==> src/rtl/if_fetch_unit_pkg.sv <==
// Shared constants, bus layouts and helpers for the IF fetch unit.
package if_fetch_unit_pkg;

  // Bus widths
  localparam int STALL_BUS_W = 6;
  localparam int BR_WD       = 33;
  localparam int IF_TO_ID_WD = 33;

  // Stall vector encoding: a set bit freezes the corresponding stage register
  localparam logic STOP    = 1'b1;
  localparam logic NO_STOP = 1'b0;

  // PC register value at reset; the first fetched address is RESET_PC + 4
  localparam logic [31:0] RESET_PC_DEFAULT = 32'hBFBF_FFFC;

  // Instruction word substituted when ID is handed a bubble
  localparam logic [31:0] NOP_INST = 32'h0000_0000;

  // Branch bus driven by ID
  typedef struct packed {
    logic        br_e;
    logic [31:0] br_addr;
  } br_bus_t;

  // IF -> ID bus
  typedef struct packed {
    logic        ce;
    logic [31:0] pc;
  } if_to_id_t;

  // What the ID input register does at a given clock edge
  typedef enum logic [1:0] {
    HOLD_ADVANCE = 2'd0,  // IF/ID register loads a new PC
    HOLD_FREEZE  = 2'd1,  // IF/ID and ID/EX both frozen
    HOLD_BUBBLE  = 2'd2   // IF/ID frozen while ID/EX moves on: ID sees a nop
  } hold_op_e;

  // Classify an edge from {stall[2], stall[1]} (bit 0 = IF/ID, bit 1 = ID/EX)
  function automatic hold_op_e classify_hold(input logic [1:0] s);
    hold_op_e op;
    if (s[0] == NO_STOP) begin
      op = HOLD_ADVANCE;
    end else if (s[1] == STOP) begin
      op = HOLD_FREEZE;
    end else begin
      op = HOLD_BUBBLE;
    end
    return op;
  endfunction

  // Sequential successor of a PC; wraps modulo 2^32
  function automatic logic [31:0] seq_pc(input logic [31:0] pc);
    return pc + 32'd4;
  endfunction

endpackage

==> src/rtl/if_fetch_unit_inst_hold_buf.sv <==
// Instruction hold buffer: keeps ID's instruction word stable while the
// IF/ID register is frozen, and substitutes a nop when ID receives a bubble.
// The SRAM keeps re-reading the (held) fetch PC during a stall, so its live
// output belongs to the next instruction, not to the one sitting in ID.
module inst_hold_buf
  import if_fetch_unit_pkg::*;
(
  input  logic        clk,
  input  logic        resetn,
  input  logic [1:0]  stall_hold,      // {stall[2], stall[1]}
  input  logic [31:0] inst_sram_rdata,
  output logic [31:0] id_inst
);

  logic        hold_v;
  logic [31:0] hold_inst;
  hold_op_e    hold_op;

  // Edge classification from the IF/ID and ID/EX stall bits
  always_comb begin
    hold_op = classify_hold(stall_hold);
  end

  // Capture the word on the first frozen edge, nop on a bubble, drop on advance
  always_ff @(posedge clk or negedge resetn) begin
    if (!resetn) begin
      hold_v    <= 1'b0;
      hold_inst <= 32'h0;
    end else begin
      case (hold_op)
        HOLD_ADVANCE: begin
          hold_v <= 1'b0;
        end
        HOLD_FREEZE: begin
          if (!hold_v) begin
            hold_inst <= inst_sram_rdata;
            hold_v    <= 1'b1;
          end
        end
        HOLD_BUBBLE: begin
          hold_inst <= NOP_INST;
          hold_v    <= 1'b1;
        end
        default: begin
          hold_v <= hold_v;
        end
      endcase
    end
  end

  // ID sees the held word while one is captured, otherwise the live SRAM data
  always_comb begin
    id_inst = hold_v ? hold_inst : inst_sram_rdata;
  end

endmodule

==> src/rtl/if_fetch_unit.sv <==
// IF-stage fetch unit: owns the PC, drives the instruction SRAM, sends
// {ce, pc} to ID and supplies ID with a stall-stable instruction word.
//
// Handshake: there is no ready signal toward ID. ce on if_to_id_bus is the
// valid bit for the pc beside it; the stall vector acts as the "not ready"
// back-pressure, and while stall[0] is set the {ce, pc} pair is held stable.
module if_fetch_unit
  import if_fetch_unit_pkg::*;
#(
  parameter logic [31:0] RESET_PC = RESET_PC_DEFAULT
) (
  input  logic                   clk,
  input  logic                   resetn,
  input  logic [STALL_BUS_W-1:0] stall,
  input  logic [BR_WD-1:0]       br_bus,
  output logic [IF_TO_ID_WD-1:0] if_to_id_bus,
  output logic                   inst_sram_en,
  output logic [3:0]             inst_sram_wen,
  output logic [31:0]            inst_sram_addr,
  output logic [31:0]            inst_sram_wdata,
  input  logic [31:0]            inst_sram_rdata,
  output logic [31:0]            id_inst
);

  br_bus_t     br;
  if_to_id_t   if_to_id;
  logic [31:0] pc_r;
  logic        ce_r;
  logic        pend_v;
  logic [31:0] pend_addr;
  logic [31:0] next_pc;
  logic        pc_stall;
  logic        unused_stall_hi;

  // Stages beyond ID/EX do not affect fetch
  assign unused_stall_hi = ^stall[STALL_BUS_W-1:3];

  // Unpack the branch bus and the PC stall bit
  always_comb begin
    br       = br_bus_t'(br_bus);
    pc_stall = (stall[0] == STOP);
  end

  // Next PC: a live branch beats a branch remembered during a stall
  always_comb begin
    if (br.br_e) begin
      next_pc = br.br_addr;
    end else if (pend_v) begin
      next_pc = pend_addr;
    end else begin
      next_pc = seq_pc(pc_r);
    end
  end

  // PC and fetch-enable register: advance when the PC stage is not stalled
  always_ff @(posedge clk or negedge resetn) begin
    if (!resetn) begin
      pc_r <= RESET_PC;
      ce_r <= 1'b0;
    end else if (!pc_stall) begin
      pc_r <= next_pc;
      ce_r <= 1'b1;
    end
  end

  // Pending branch: remember a target resolved while the PC is stalled
  always_ff @(posedge clk or negedge resetn) begin
    if (!resetn) begin
      pend_v    <= 1'b0;
      pend_addr <= 32'h0;
    end else if (!pc_stall) begin
      pend_v <= 1'b0;
    end else if (br.br_e) begin
      pend_v    <= 1'b1;
      pend_addr <= br.br_addr;
    end
  end

  // SRAM request and IF -> ID bus are straight register outputs
  always_comb begin
    inst_sram_en    = ce_r;
    inst_sram_wen   = 4'b0000;
    inst_sram_addr  = pc_r;
    inst_sram_wdata = 32'h0;
    if_to_id.ce     = ce_r;
    if_to_id.pc     = pc_r;
    if_to_id_bus    = if_to_id;
  end

  inst_hold_buf u_hold (
    .clk             (clk),
    .resetn          (resetn),
    .stall_hold      (stall[2:1]),
    .inst_sram_rdata (inst_sram_rdata),
    .id_inst         (id_inst)
  );

endmodule

==> config.mk <==
export PLATFORM = sky130hd
export DESIGN_NAME = if_fetch_unit
export DESIGN_NICKNAME = d
export VERILOG_FILES = /design/src/rtl/if_fetch_unit_pkg.sv /design/src/rtl/if_fetch_unit_inst_hold_buf.sv /design/src/rtl/if_fetch_unit.sv
export SDC_FILE = /design/constraint.sdc
export NUM_CORES = 1
export LEC_CHECK = 0
export BUFFER_PORTS_ARGS = -buffer_cell sky130_fd_sc_hd__buf_2
export CAP_MARGIN = 20
export CORE_UTILIZATION = 45
export DETAILED_ROUTE_END_ITERATION = 10
export HOLD_SLACK_MARGIN = 0.03
export PLACE_DENSITY = 0.76
export SYNTH_ARGS = -nofsm -noshare
export SYNTH_HDL_FRONTEND = slang
export SYNTH_SLANG_ARGS = --single-unit
==> constraint.sdc <==
create_clock -name clk -period 1.9 [get_ports clk]
set_clock_uncertainty 0.2 [all_clocks]
set_input_delay 0.285 -clock clk [delete_from_list [all_inputs] [get_ports clk]]
set_output_delay 0.285 -clock clk [all_outputs]
set_load 0.005 [all_outputs]
==> flow_metrics.py <==
metrics = {
    "status": {
        "status": "complete, but fails checks",
        "violations": "negative setup slack",
    },
    "detailed_routing": {
        "finalWirelength_mm": 17.4,
        "dr.pass1.iters": 5,
        "route.detailed.drc": 0,
        "viasPerCell": 5.49,
        "wl_per_cell_um": 16.5,
        "postRouteAntennaNets": 0,
        "dr.first_iter.drc_count": 503,
        "num_vias": 5784,
    },
    "power": {
        "ir_drop_v": 0.000611,
        "total_power_mw": 6.81,
        "leakage_nw": 3.93,
        "powerDensity_nw_per_um2": 812,
    },
    "critical_path": {
        "crit_fanout": 8,
        "cp-start-kind": "flop",
        "worstPathRequired_ps": 1410,
        "worst_ep_arrival_time_ps": 1470,
        "critPathCaptureType": "output port",
        "path_class": "reg2out",
        "rrSetupSlack_ps": -50,
    },
    "logic_synthesis": {
        "yosysUniqueCellTypes": 58,
        "synth.largest_area_cell": "dfrtp_1",
        "syn_area_per_cell_um2": 9.54,
        "synthTopCellsByCount": "dfrtp_1, buf_4, o21ai_0, mux2_2, inv_1",
        "yosysWarnings": 0,
        "syn_inst": 632,
        "syn_area_um2": 6030,
        "yosysTopAreaCellShare_pct": 29.5,
        "ys_seq_area_share_pct": 41.7,
        "synth_most_common_cell": "dfrtp_1",
        "ys_seq_elements": 99,
        "synth_area_leaders": "dfrtp_1, dfstp_2, mux2_2, buf_4, o21ai_0",
        "synth-main-ff-cell": "dfrtp_1",
        "synth_edf_count": 0,
        "async_reset_ff_share_pct": 100,
    },
    "cells_and_area": {
        "area_growth_pct": 39.1,
        "drive_above_1_share_pct": 48.2,
        "fin_nets": 950,
        "final_core_util_pct": 65.4,
        "fillers": 960,
    },
    "sta": {
        "finalHoldViolations": 0,
        "setup_violations": 37,
        "post-route-period-util_pct": 103,
        "rsz0062_at_grt": "yes",
        "fmax_mhz": 511,
        "slew_viol_final": 0,
        "setup_slack_ps": -58.2,
        "fin_crit_ps": 1960,
    },
    "global_routing": {
        "grt_pass1_vias": 5366,
        "grt.total_usage_pct": 24.2,
        "grt_max_degree": 44,
        "grt_pass1_wl_mm": 27.0,
        "antenna_found_initial": 1,
        "grt.overflow.total": 0,
    },
    "floorplan": {
        "ioPinCount": 207,
        "die-area_um2": 13900,
        "start_util_pct": 47.0,
        "die_w_um": 118,
        "die_y_um": 118,
        "coreArea_um2": 12800,
        "rows": 41,
    },
    "cts": {
        "cts.path.max_buffers": 2,
        "clkLatencyLatePin_ps": 350,
        "cts_tree": "built",
        "cts.sinks": 99,
        "clk_pin_slew_ps": 70,
        "htree_num_levels": 3,
        "cts-root-buf": "clkbuf_16",
        "cts_made_buffers": 9,
    },
    "job": {
        "maxCapViolCount": 0,
    },
    "placement": {
        "portBuffers": 167,
        "hpwl_mm": 11.3,
        "gp_congestion": 0.913,
    },
    "min_path": {
        "hold_path_class": "in2reg",
    },
}
[report_power, final]
group,internal [mW],leakage [nW],switching (mW)
clock network,1.02,0.136,0.808
logic,1.12,2.64,1.01
registers,2.55,1.16,0.302
[routing by layer]
metal / track usage, % / up-vias / share of wire [%]
met4: 9.21 / 0 / 2.4
met5: 0 / - / 0
met2: 40.0 / 332 / 50
met1: 30.1 / 2741 / 39
li1: - / 2676 / -
met3: 6.49 / 35 / 8.6
[cell usage in the layout, fill, tap and decap left out, types with 15 or more instances in the layout]
| cell | n |
|---|---|
| a21oi_1 | 15 |
| conb_1 | 36 |
| dfrtp_1 | 71 |
| dfstp_2 | 28 |
| inv_1 | 44 |
| nand2_1 | 28 |
| nor2_1 | 16 |
| mux2_2 | 63 |
| buf_2 | 165 |
| nand3_1 | 39 |
| buf_4 | 94 |
| o21ai_0 | 59 |
| dlygate4sd3_1 | 33 |
[final timing paths]
kind | start | end | cells past startpoint
setup / recovery | u_hold.hold_v | id_inst[6] | 4
hold / removal | inst_sram_rdata[16] | u_hold.hold_inst[16] | 4
hold reg to reg | inst_sram_en | inst_sram_en | 1
setup reg to reg | inst_sram_addr[9] | inst_sram_addr[31] | 5
min in group asynchronous | resetn | pend_addr[2] | 2
max in group asynchronous | resetn | inst_sram_addr[9] | 3
[metrics by stage]
| stage | hold slack (ps) | setup WS, ps | area (um^2) | setup TNS, ps | instances |
|---|---|---|---|---|---|
| after CTS | 93.9 | -61.8 | 8200 | -1800 | 1046 |
| after detailed placement | 21.9 | -113 | 7300 | -1020 | 983 |
| after global routing | 116 | -119 | 8390 | -4370 | 1053 |
| after floorplan | -211 | 1.80 | 6230 | 0 | 667 |
| after global placement | 24.7 | -75.4 | 7300 | -570 | 983 |
| final | 108 | -58.2 | 8390 | -1690 | 1053 |
[timing repair]
item,CTS,global route
setup endpoints to repair,49,54
buffers inserted,13,5
endpoints found under the hold margin,110,0
cloned,1,1
pin swaps,11,25
resized for setup,28,37
hold buffers,33,0
[state kept, by name, indices dropped and copies added, names as in the netlist]
signal / count
u_hold.hold_v: 1
pend_addr: 32
pend_v: 1
inst_sram_addr: 32
inst_sram_en: 1
u_hold.hold_inst: 32
[layout make-up]
class	instances	area, um^2	share of cell area (%)
multi-input combinational	413	3080	36.7
sequential	99	2510	30.0
timing repair buffer	308	2120	25.3
clock buffer	11	233	2.77
tap	172	215	2.57
inverter	44	165	1.97
clock inverter	5	55.1	0.656
antenna	1	2.50	0.0298
[cells by family after synthesis]
group                    share of synthesized area [%]
flip-flops                                        41.7
AND/OR/NAND/NOR                                   15.0
multiplexers                                      12.3
AO/OA/AOI/OAI                                     16.3
other                                           0.0622
adder cells (fa/ha/maj)                          0.415
buffers and inverters                             14.2
[critical path: stages (launching register included)]
cell and delay [ps]:
dfrtp_1 350, buf_4 140, clkbuf_16 150, mux2_2 350, buf_2 130
Note: power is estimated with default switching activity, not from simulation.
